===== config.mk =====
export PLATFORM = sky130hd
export DESIGN_NAME = truth_table_sweeper
export DESIGN_NICKNAME = d
export VERILOG_FILES = /design/src/rtl/truth_table_sweeper.sv
export SDC_FILE = /design/constraint.sdc
export NUM_CORES = 1
export LEC_CHECK = 0
export CAP_MARGIN = 20
export CORE_MARGIN = 5
export CORE_UTILIZATION = 45
export DETAILED_ROUTE_END_ITERATION = 8
export GPL_TIMING_DRIVEN = 0
export PLACE_DENSITY_LB_ADDON = 0.08
export SYNTH_ARGS = -nofsm -noshare
export SYNTH_HDL_FRONTEND = slang
export SYNTH_SLANG_ARGS = --single-unit

===== constraint.sdc =====
create_clock -name clk -period 2.8 [get_ports clk]
set_clock_uncertainty 0.15 [all_clocks]
set_input_delay 0.28 -clock clk [delete_from_list [all_inputs] [get_ports clk]]
set_output_delay 0.28 -clock clk [all_outputs]
set_load 0.005 [all_outputs]

===== src/rtl/truth_table_sweeper.sv =====
// truth_table_sweeper: drives every N_IN-bit vector in ascending order, samples dut_out after SETTLE extra cycles and checks it against EXPECTED.
// Define TT_CAPTURE_EN to record the observed truth table on tt_obs; otherwise tt_obs is tied to 0.
module truth_table_sweeper #(
  parameter int N_IN = 3,
  parameter int SETTLE = 1,
  parameter logic [2**N_IN-1:0] EXPECTED = 8'hE8
) (
  input  logic                 clk,
  input  logic                 rst_n,
  input  logic                 start,
  output logic [N_IN-1:0]      vec,
  input  logic                 dut_out,
  output logic                 busy,
  output logic                 done,
  output logic                 pass,
  output logic [N_IN:0]        err_cnt,
  output logic                 first_err_vld,
  output logic [N_IN-1:0]      first_err_idx,
  output logic [2**N_IN-1:0]   tt_obs
);
  localparam logic [N_IN-1:0] LAST = '1;
  typedef enum logic [1:0] {IDLE, HOLD, DONE} state_t;
  state_t state_q, state_d;
  logic [N_IN-1:0] vec_q, vec_d, fidx_q, fidx_d;
  logic [7:0] cnt_q, cnt_d;
  logic [N_IN:0] err_q, err_d;
  logic fvld_q, fvld_d, pass_q, pass_d, mis;
`ifdef TT_CAPTURE_EN
  logic [2**N_IN-1:0] tt_q, tt_d;
`endif
  assign mis = dut_out ^ EXPECTED[vec_q];
  always_ff @(posedge clk or negedge rst_n) begin
    if (!rst_n) begin
      state_q <= IDLE;
      vec_q   <= '0;
      cnt_q   <= '0;
      err_q   <= '0;
      fvld_q  <= 1'b0;
      fidx_q  <= '0;
      pass_q  <= 1'b0;
`ifdef TT_CAPTURE_EN
      tt_q    <= '0;
`endif
    end else begin
      state_q <= state_d;
      vec_q   <= vec_d;
      cnt_q   <= cnt_d;
      err_q   <= err_d;
      fvld_q  <= fvld_d;
      fidx_q  <= fidx_d;
      pass_q  <= pass_d;
`ifdef TT_CAPTURE_EN
      tt_q    <= tt_d;
`endif
    end
  end
  always_comb begin
    state_d = state_q;
    vec_d   = vec_q;
    cnt_d   = cnt_q;
    err_d   = err_q;
    fvld_d  = fvld_q;
    fidx_d  = fidx_q;
    pass_d  = pass_q;
`ifdef TT_CAPTURE_EN
    tt_d    = tt_q;
`endif
    case (state_q)
      IDLE: if (start) begin
        state_d = HOLD;
        vec_d   = '0;
        cnt_d   = 8'(SETTLE);
        err_d   = '0;
        fvld_d  = 1'b0;
        fidx_d  = '0;
        pass_d  = 1'b0;
`ifdef TT_CAPTURE_EN
        tt_d    = '0;
`endif
      end
      HOLD: if (cnt_q != '0) begin
        cnt_d = cnt_q - 8'd1;
      end else begin
        // cnt reached zero: this edge samples dut_out for vec_q
        err_d = err_q + (N_IN+1)'(mis);
        if (mis && !fvld_q) begin
          fvld_d = 1'b1;
          fidx_d = vec_q;
        end
`ifdef TT_CAPTURE_EN
        tt_d[vec_q] = dut_out;
`endif
        if (vec_q == LAST) begin
          state_d = DONE;
          pass_d  = (err_d == '0);
        end else begin
          vec_d = vec_q + 1'b1;
          cnt_d = 8'(SETTLE);
        end
      end
      default: state_d = IDLE;
    endcase
  end
  assign vec           = vec_q;
  assign busy          = (state_q == HOLD);
  assign done          = (state_q == DONE);
  assign pass          = pass_q;
  assign err_cnt       = err_q;
  assign first_err_vld = fvld_q;
  assign first_err_idx = fidx_q;
`ifdef TT_CAPTURE_EN
  assign tt_obs = tt_q;
`else
  assign tt_obs = '0;
`endif
endmodule


# After elaboration in Yosys (flattened, before gate mapping)
# Memories as Yosys holds them, arrays and structs flattened.
# Cells that the tools add are included.
[totals] register_bits=22 romBits=8 inputBits=4 output_inout_bits=22 word_cells=60 memories=1
[mem_list] memory="(name not given)" words=8 width=1 read_ports=1 rd_clocked_by_memory_dff=0 write_ports=0 line_no="31" text="assign mis = dut_out ^ EXPECTED[vec_q];"
[classes] n_addsub=3 order_cmp=1 eq_ne=9 mux=26 bitwise_logic=1 reduce_logical=12
[op_table] cell="2-to-1 mux 8 bit" count=3
[op_table] cell="one-hot mux 8 bit (2 select lines)" count=1
[op_table] cell="2-to-1 mux 3 bit" count=5
[op_table] cell="one-hot mux 3 bit (2 select lines)" count=2
[op_table] cell="AND reduction 4 bit" count=3
[op_table] cell="AND reduction 3 bit" count=3
[op_table] cell="2-to-1 mux 4 bit" count=2
[op_table] cell="one-hot mux 4 bit (2 select lines)" count=1
[op_table] cell="nonzero test 8 bit" count=1
[op_table] cell="subtractor 8 x 1 -> 8 bit, second input constant" count=1
[op_table] cell="2-to-1 mux 1 bit" count=6
[op_table] cell="2-to-1 mux 2 bit" count=3
[op_table] cell="!= test 2 bit, second input constant" count=3
[op_table] cell="adder 4 x 1 -> 4 bit" count=1
[op_table] cell="logical NOT 4 bit" count=1
[op_table] cell="less-than comparator 3 x 4 -> 1 bit, second input constant" count=1
[op_table] cell="!= test 2 x 1 -> 1 bit, second input constant" count=2
[op_table] cell="one-hot mux 1 bit (2 select lines)" count=2
[op_table] cell="one-hot mux 2 bit (2 select lines)" count=1
[op_table] cell="adder 3 x 1 -> 3 bit, second input constant" count=1
[op_table] cell="== test 3 bit, second input constant" count=1
[op_table] cell="!= test 3 bit, second input constant" count=1
[op_table] cell="== test 2 x 1 -> 1 bit, second input constant" count=1
[op_table] cell="== test 2 bit, second input constant" count=1
[op_table] cell="5 further kinds" count=5

# Logic depth before layout (Yosys ltp)
# Gate-level depths: netlist of run 1.
[depth] ltp_word=8 depth_mapped=10 mapped_depth_nobuf=10

# Worst setup path after synthesis of run 1
# OpenSTA, ideal clock, no wires.
[synth_timing] kind="register to register" from="register vec_q[0], in the netlist vec[0]" to="register err_q[2], in the netlist err_cnt[2]" setup_ns=0.121 arrival_time_ns=2.296 t_required_ns=2.529 setup_slack_ns=0.233 path_stages_with_launch=10 n_path_buf=0 synth_period_minus_slack_ns=2.567 path_cell_list="dfrtp_1 -> ha_1 -> or2_2 -> and3b_1 -> or2_2 -> ha_1 -> ha_1 -> nand3_1 -> mux2_2 -> a22o_1"
[synth_via] elab_chain_cells=6
[synth_rtl] item="from (decl)" line_no="24" text="logic [N_IN-1:0] vec_q, vec_d, fidx_q, fidx_d;"
[synth_rtl] item="from (signal assigned)" line_no="46" text="vec_q <= vec_d;"
[synth_rtl] item="memory (8 x 1 bit)"
[synth_rtl] item="2-to-1 mux 1 bit (not written as such)" line_no="31"
[synth_rtl] item="XOR 1 bit" line_no="31"
[synth_rtl] item="adder 4 x 1 -> 4 bit" line_no="85" text="err_d = err_q + (N_IN+1)'(mis);"
[synth_rtl] item="2-to-1 mux 4 bit" line_no="81" text="HOLD: if (cnt_q != '0) begin"
[synth_rtl] item="one-hot mux 4 bit (2 select lines)" line_no="68" text="case (state_q)"
[synth_rtl] item="to (signal assigned)" line_no="48" text="err_q <= err_d;"
[synth_rtl] item="to (decl)" line_no="26" text="logic [N_IN:0] err_q, err_d;"
# Every way passes these cells. The select of a mux whose other input is x is not followed.
# A chain may end at the register's enable or synchronous reset.

# Worst setup path in the final report of run 1
# Ends and elaborated chain as after synthesis.

==> impl_metrics.toml, run 1 <==
[final_layout]
antenna_cells = 0
final_core_util = 0.582
multi_input_area_um2 = 714
post-route-cell-area_um2 = 1630
area_growth_pct = 21.3
drive_gt1_frac = 0.150
n_fill_cell = 251
register_area_um2 = 551
nNetsFinal = 179

[route]
vias = 1124
drc = 0
wl_per_cell_um = 14.5
firstDrtPassIters = 4
drt_iter0_drc = 43
final_antenna_net_count = 0
via_per_inst = 5.68
drt-total-wl_mm = 2.88

[worst_setup_path]
cp_cell_sequence = "ha_1 -> or2_2 -> and3b_1 -> or2_2 -> ha_1 -> ha_1 -> nand3_1 -> mux2_2 -> a22o_1"
crit_top_cell = "ha_1"
worstReg2RegStart = "vec[0]$_DFFE_PN0P_"
slowest_delay_ns = 0.43
crit_fanout = 4
cp-start-kind = "register"
cp.required_ns = 2.87
ff2ff_path_depth = 9
cp_data_arrival_time_ns = 2.75
crit_buf_inv = 0
rrSetupSlack_ns = 0.12
crit-reg2reg-capture = "err_cnt[2]$_DFFE_PN0P_"
path_delay_family = "simple AND/OR/NAND/NOR gates"
worstSetupPathType = "register to register"
critPathSlowestCell = "dfrtp_1"
end_kind = "register"

[synthesis]
yosys.area.top_type_share = 0.409
yosys_register_bits = 22
synth_edf_count = 0
syn-cell-area_um2 = 1350
async_flop_share = 1.00
ys.flop_type = "dfrtp_1"
yosys-top-cells-area = "dfrtp_1, ha_1, buf_4"
syn_avg_cell_area_um2 = 9.75
yosys.cell_types.count = 44
seq_area_frac_synth = 0.409
synth_warnings = 0
synthCells = 138
yosys.area.top_type = "dfrtp_1"

[clock_network]
cts_buffers = 3
cts_tree = "built"
cts-root-buf = "clkbuf_4"
clock_latency_ns = 0.31
cts.clk_slew.worst_paths_ns = 0.13
ctsHoldBuffers = 0
cts_resized = 0
cts_setup_buffers = 0
clock_sinks = 22
clockBufferDepth = 2
h-tree-depth = 1

[power_and_ir_drop]
p_seq_frac = 0.424
p_sw_uw = 474
switching_share = 0.373
p_comb_frac = 0.435
p_per_area_nw_per_um2 = 778
peakVddDrop_uv = 508
p_int_uw = 796
p_leak_nw = 0.731
clkPwrFrac = 0.141

[sta]
fin_crit_sh = 0.957
layout_min_cycle_time_ns = 2.68
max_slew.worst_pin.slew_ns = 0.636
hold_ws_ns = 0.131
setup_viol = 0
finalSetupTns_ns = 0
maxSlewViolCount = 0
hold_viol = 0
fmax_mhz = 373
slew_headroom = 0.576
rsz0062_at_grt = "false"

[placed_design]
placed_area_um2 = 1580
portBuffers = 17
hpwl_mm = 2.22
place_congestion = 0.814

[global_routing]
first_global_vias = 1135
grt_usage = 0.152
antenna_found_initial = 0
grt_overflow_total = 0
grt_max_degree = 23
grt_pass1_wl_mm = 5.07

[die]
row_count = 19
dieArea_um2 = 4180
initial_core_util = 0.479
core_area_um2 = 2810
die_h_um = 64.7
io_pins = 26
die_w_um = 64.7

[min_path]
min_path_type = "input port to async pin"

[flow_run]
max-cap-violations = 0

[run_status]
outcome = "complete, no violations"
[cell type report]
cell class | count | area share
buffer | 11 | 0.0445
timing repair buffer | 18 | 0.113
clock buffer | 4 | 0.0222
inverter | 9 | 0.0207
multi-input combinational | 103 | 0.438
tap | 31 | 0.0238
sequential | 22 | 0.337
[cells in the final DEF (no fill, tap or decap), types with 2 or more instances in the layout]
cell type and instances:
dfrtp_1 22, clkdlybuf4s50_1 17, inv_1 9, o21ai_0 9
nand2_1 8, a21oi_1 8, buf_4 8, conb_1 8
nor3_1 7, ha_1 7, a22o_1 6, or4_1 4
nand2b_1 3, or3_1 3, mux2i_1 3, o31ai_1 3
clkbuf_4 3, or2_2 2, clkbuf_1 2, nand4_1 2
o21ai_1 2, o2bb2ai_1 2, nor2_1 2, nand3_1 2
mux2_2 2
[stage by stage]
stage	power, mW	setup WS (ns)	instances
floorplan	0.883	0.233	145
global placement	1.08	0.143	193
detailed placement	1.10	0.137	193
CTS	1.28	0.106	197
global route	1.40	0.0273	198
finish	1.27	0.121	198
[power by group through the flow]
stage / registers (mW) / logic [mW] / clock network [mW]
floorplan: 0.527 / 0.356 / 0
global placement: 0.541 / 0.538 / 0
detailed placement: 0.543 / 0.557 / 0
CTS: 0.537 / 0.557 / 0.187
global route: 0.559 / 0.637 / 0.202
finish: 0.538 / 0.553 / 0.179
[synthesized netlist by cell type (all sizes together), types with 5 or more instances]
library cell,count
or4,5
a22o,6
nor3,7
dfrtp,22
or3,5
inv,9
ha,7
o21ai,11
a21oi,8
nand2,8
buf,9
[worst max path at each step]
stage,startpoint,endpoint,slack (ns),cells after the start
after floorplan,vec[0]$_DFFE_PN0P_,err_cnt[2]$_DFFE_PN0P_,0.23,9
after global placement,vec[0]$_DFFE_PN0P_,err_cnt[2]$_DFFE_PN0P_,0.14,9
after detailed placement,vec[0]$_DFFE_PN0P_,err_cnt[2]$_DFFE_PN0P_,0.14,9
after CTS,vec[0]$_DFFE_PN0P_,err_cnt[2]$_DFFE_PN0P_,0.11,9
after global routing,vec[0]$_DFFE_PN0P_,err_cnt[2]$_DFFE_PN0P_,0.03,9
final,vec[0]$_DFFE_PN0P_,err_cnt[2]$_DFFE_PN0P_,0.12,9
[flip-flops by register name, indices dropped and copies added, names as in the netlist]
register       count
cnt_q              8
err_cnt            4
first_err_idx      3
first_err_vld      1
pass               1
state_q            2
vec                3
[cells by family after synthesis]
logic type      count (synthesis)  share of synthesized area
xor+xnor                        1                    0.00651
fa+ha+maj                       7                     0.0651
simple gates                   45                      0.217
buf+inv                        20                     0.0791
mux                             5                     0.0391
flops                          22                      0.409
other cells                     1                    0.00279
compound gates                 37                      0.181
[per-layer routing]
metal | vias up | GRT usage | part of all wire
met3 | 2 | 0.0259 | 0.036
met1 | 545 | 0.203 | 0.49
met5 | - | 0 | 0
met4 | 0 | 0.0633 | 0.0066
met2 | 22 | 0.246 | 0.47
li1 | 555 | - | -
Note: power is estimated with default switching activity, not from simulation.
==> run 2, diff against run 1 <==
- ABC_AREA: not set -> 1
- SKIP_CTS_REPAIR_TIMING: not set -> 1
==> run 2 against run 1 <==
Design area grew 9.0%. Wire length shrank 3.9%. Synthesized cell count grew 26%. Highest routed layer unchanged.
==> impl_metrics.toml, run 2 <==
[synthesis]
synth_edf_count = 0
yosys.cell_types.count = 27
syn_avg_cell_area_um2 = 8.49
yosys-top-cells-area = "dfrtp_1, nand2_1, ha_1"
synthCells = 174
synth_warnings = 0
yosysMostFrequentCell = "nand2_1"
synth_commonest_cells = "nand2_1, dfrtp_1, inv_1"
yosys.area.top_type_share = 0.373
yosys_register_bits = 22
yosys.area.top_type = "dfrtp_1"
seq_area_frac_synth = 0.373
async_flop_share = 1.00
syn-cell-area_um2 = 1480
ys.flop_type = "dfrtp_1"

[sta]
hold_viol = 0
fmax_mhz = 450
setup_viol = 0
rsz0062_at_grt = "false"
fin_crit_sh = 0.794
finalSetupTns_ns = 0
layout_min_cycle_time_ns = 2.22
maxSlewViolCount = 0

[placed_design]
post-place-cells = 242
hpwl_mm = 2.25
placed_area_um2 = 1730
portBuffers = 17
place_congestion = 0.823

[final_layout]
layout_commonest_cell = "nand2_1"
area_growth_pct = 20.5
largest-register = "cnt_q"
multi_input_area_um2 = 768
largest_reg_flops = 8
n_fill_cell = 313
nNetsFinal = 215
register_area_um2 = 551
antenna_cells = 0
drive_gt1_frac = 0.232
post-route-cell-area_um2 = 1780
fin_cells = 247
layout_common_cells = "nand2_1, dfrtp_1, inv_1"

[route]
drt_iter0_drc = 53
final_antenna_net_count = 0
drc = 0
drt-total-wl_mm = 2.77
firstDrtPassIters = 4
via_per_inst = 4.68
wl_per_cell_um = 11.2
vias = 1155

[worst_setup_path]
crit_fanout = 10
cp-start-kind = "register"
end_kind = "primary output"
worstSetupPathType = "register to primary output"
cp_data_arrival_time_ns = 1.79
cp.required_ns = 2.37

[die]
row_count = 20
io_pins = 26
dieArea_um2 = 4530
die_h_um = 67.3
core_area_um2 = 3100
initial_core_util = 0.476
die_w_um = 67.3

[clock_network]
clock_latency_ns = 0.31
clockBufferDepth = 2
cts_tree = "built"
h-tree-depth = 1
cts.clk_slew.worst_paths_ns = 0.11
clock_sinks = 22
cts-root-buf = "clkbuf_4"
cts_buffers = 3

[global_routing]
first_global_vias = 1169
antenna_found_initial = 0
grt_max_degree = 23
grt_overflow_total = 0
grt_pass1_wl_mm = 5.11
grt_usage = 0.146

[flow_run]
max-cap-violations = 0

[power_and_ir_drop]
p_leak_nw = 0.889
peakVddDrop_uv = 165
p_per_area_nw_per_um2 = 291

[run_status]
outcome = "complete, no violations"

[min_path]
min_path_type = "input port to async pin"
-- run 2: stage by stage --
| step | power, mW | setup slack [ns] | hold slack (ns) | utilization |
|---|---|---|---|---|
| 3_3_place_gp | 0.349 | 0.672 | 0.306 | 0.557 |
| 2_1_floorplan | 0.338 | 0.830 | -0.166 | - |
| 3_5_place_dp | 0.349 | 0.636 | 0.310 | 0.557 |
| 4_1_cts | 0.524 | 0.539 | 0.341 | 0.569 |
| 5_1_grt | 0.544 | 0.428 | 0.155 | 0.573 |
| 6_report | 0.518 | 0.576 | 0.128 | 0.573 |
-- run 2: per-layer routing --
metal  vias to the layer above  routed length, um  track usage
li1                        598                  -            -
met1                       523               1220        0.177
met2                        29               1330        0.252
met3                         5                170       0.0266
met4                         0                 48       0.0658
met5                         -                  0            0
-- run 2: logic make-up after synthesis --
kind of cell / share of synthesized area
DFF: 0.373
adders and majority gates: 0.0593
AOI/OAI and AO/OA: 0.0720
xor gates and xnor gates: 0.0178
other: 0.00254
buffers and inverters: 0.125
and+or+nand+nor: 0.351
-- run 2: final cells by class --
class / count / share of cell area
timing repair buffer: 18 / 0.104
tap: 44 / 0.0309
inverter: 25 / 0.0541
multi-input combinational: 124 / 0.432
buffer: 10 / 0.0492
sequential: 22 / 0.309
clock buffer: 4 / 0.0204
-- run 2: power breakdown --
| part | leakage (nW) | internal (mW) | switching, mW | total (mW) |
|---|---|---|---|---|
| Clock | 0.0210 | 0.0794 | 0.0927 | 0.172 |
| Combinational | 0.591 | 0.0144 | 0.0139 | 0.0283 |
| Sequential | 0.277 | 0.318 | 0 | 0.318 |
-- run 2: path summary, 6_finish.rpt --
path                                               from                           end  slack, ns  cells after the start
setup / recovery                 state_q[1]$_DFFE_PN0P_                          busy       0.58                      3
hold / removal                                    rst_n        err_cnt[0]$_DFFE_PN0P_       0.13                      1
setup reg to reg                     vec[0]$_DFFE_PN0P_              pass$_DFFE_PN0P_       0.59                     13
hold reg to reg            first_err_idx[2]$_DFFE_PN0P_  first_err_idx[2]$_DFFE_PN0P_       0.33                      2
max in group asynchronous                         rst_n        err_cnt[2]$_DFFE_PN0P_       1.94                      2
min in group clk           first_err_idx[2]$_DFFE_PN0P_  first_err_idx[2]$_DFFE_PN0P_       0.33                      2
-- run 2: worst max-delay path, cell delays in order, from the launching register on --
cell and delay, ns:
dfrtp_1 0.46, nor2_8 0.27, buf_4 0.24, clkdlybuf4s50_1 0.53
==> run 3, diff against run 2 <==
- clock period: 2.8 -> 2.2 ns (I/O delays scaled with it)
==> run 3 against run 2 <==
Worst hold slack worse by 0.060 ns. Combinational power up 30%. Largest power group unchanged. Global-route usage unchanged. Non-clock buffer count up 5. Wire length up 3.1%. Highest routed layer unchanged.
==> impl_metrics.toml, run 3 (synthesis gave the netlist of run 2 again) <==
[run_status]
outcome = "complete, no violations"

[sta]
fmax_mhz = 479
setup_viol = 0
rsz0062_at_grt = "false"
hold_viol = 0
layout_min_cycle_time_ns = 2.09
finalSetupTns_ns = 0
fin_crit_sh = 0.949
timing.final.ws_setup_ns = 0.111
maxSlewViolCount = 0

[power_and_ir_drop]
p_int_uw = 524
p_sw_uw = 137
peakVddDrop_uv = 210
p_comb_frac = 0.055
fin_total_pwr_uw = 662
p_seq_frac = 0.611
p_leak_nw = 0.908
p_per_area_nw_per_um2 = 359
switching_share = 0.208
clkPwrFrac = 0.333

[placed_design]
placed_area_um2 = 1730
place_congestion = 0.823
portBuffers = 17
hpwl_mm = 2.25
dp_slack_ns = 0.0360

[final_layout]
layout_common_cells = "nand2_1, dfrtp_1, inv_1"
multi_input_area_um2 = 793
antenna_cells = 0
n_fill_cell = 309
largest-register = "cnt_q"
area_growth_pct = 24.7
post-route-cell-area_um2 = 1840
nNetsFinal = 220
final_core_util = 0.594
largest_reg_flops = 8
layout_commonest_cell = "nand2_1"
drive_gt1_frac = 0.279
register_area_um2 = 551

[global_routing]
first_global_vias = 1169
grt_overflow_total = 0
antenna_found_initial = 0
grt_usage = 0.146
grt_pass1_wl_mm = 5.11
grt_max_degree = 23

[worst_setup_path]
cp-start-kind = "register"
end_kind = "register"
worstSetupPathType = "register to register"
crit_fanout = 4
cp_data_arrival_time_ns = 2.20
cp.required_ns = 2.31

[die]
row_count = 20
die_w_um = 67.3
initial_core_util = 0.476
io_pins = 26
die_h_um = 67.3
core_area_um2 = 3100
dieArea_um2 = 4530

[clock_network]
cts-root-buf = "clkbuf_4"
clock_latency_ns = 0.31
h-tree-depth = 1
clock_sinks = 22
cts.clk_slew.worst_paths_ns = 0.12
clockBufferDepth = 2
cts_buffers = 3
cts_tree = "built"

[route]
wl_per_cell_um = 11.3
drc = 0
via_per_inst = 4.73
drt-total-wl_mm = 2.85
firstDrtPassIters = 4
final_antenna_net_count = 0
drt_iter0_drc = 56
vias = 1193

[min_path]
min_path_type = "input port to async pin"

[flow_run]
max-cap-violations = 0
==> run 3: cell types whose count changed in the layout (fill, tap and decap cells not counted) <==
cell / delta
inv_1: -2
xnor2_2: +1
ha_2: +1
inv_2: +2
ha_4: +1
nor2_2: +1
ha_1: -2
buf_4: +5
xnor2_1: -1
nor2_1: -1
==> run 3: area by class of cell <==
cell class                 count  share of cell area
multi-input combinational    124               0.431
sequential                    22               0.299
timing repair buffer          23               0.121
inverter                      25              0.0523
buffer                        10              0.0476
tap                           44              0.0299
clock buffer                   4              0.0197
==> run 3: power groups by stage <==
stage	Clock (mW)	Sequential, mW	Combinational [mW]
2_1_floorplan	0	0.412	0.0181
3_3_place_gp	0	0.412	0.0327
3_5_place_dp	0	0.412	0.0325
4_1_cts	0.229	0.404	0.0326
5_1_grt	0.247	0.404	0.0417
6_report	0.221	0.404	0.0367
==> run 3: per-layer routing <==
metal,global-route usage,wire (um),vias to the layer above
met4,0.0658,48,0
met1,0.177,1230,552
met3,0.0266,178,5
met5,0,0,-
li1,-,-,605
met2,0.252,1400,31
==> run 3: worst max-delay path, cell delays in order (launching register included) <==
cell,delay [ns]
dfrtp_1,0.44
inv_2,0.08
ha_1,0.21
nand2_1,0.07
nand3_1,0.09
and2_1,0.18
ha_2,0.20
ha_4,0.17
xnor2_2,0.16
nand2_1,0.07
nor2_1,0.10
nand2_1,0.06
nand2_1,0.07
==> run 3: metrics by stage <==
| stage | hold WS (ns) | cells |
|---|---|---|
| floorplan | -0.226 | 181 |
| global placement | 0.306 | 242 |
| detailed placement | 0.310 | 242 |
| CTS | 0.314 | 246 |
| global route | 0.0949 | 252 |
| finish | 0.0677 | 252 |
==> run 3: final timing paths <==
check	from	endpoint	slack, ns	cells past startpoint
max reg2reg	vec[0]$_DFFE_PN0P_	pass$_DFFE_PN0P_	0.11	12
min	rst_n	err_cnt[0]$_DFFE_PN0P_	0.07	1
min reg2reg	first_err_idx[2]$_DFFE_PN0P_	first_err_idx[2]$_DFFE_PN0P_	0.33	2
max in group asynchronous	rst_n	err_cnt[2]$_DFFE_PN0P_	1.39	2
min in group clk	first_err_idx[2]$_DFFE_PN0P_	first_err_idx[2]$_DFFE_PN0P_	0.33	2
max	vec[0]$_DFFE_PN0P_	pass$_DFFE_PN0P_	0.11	12
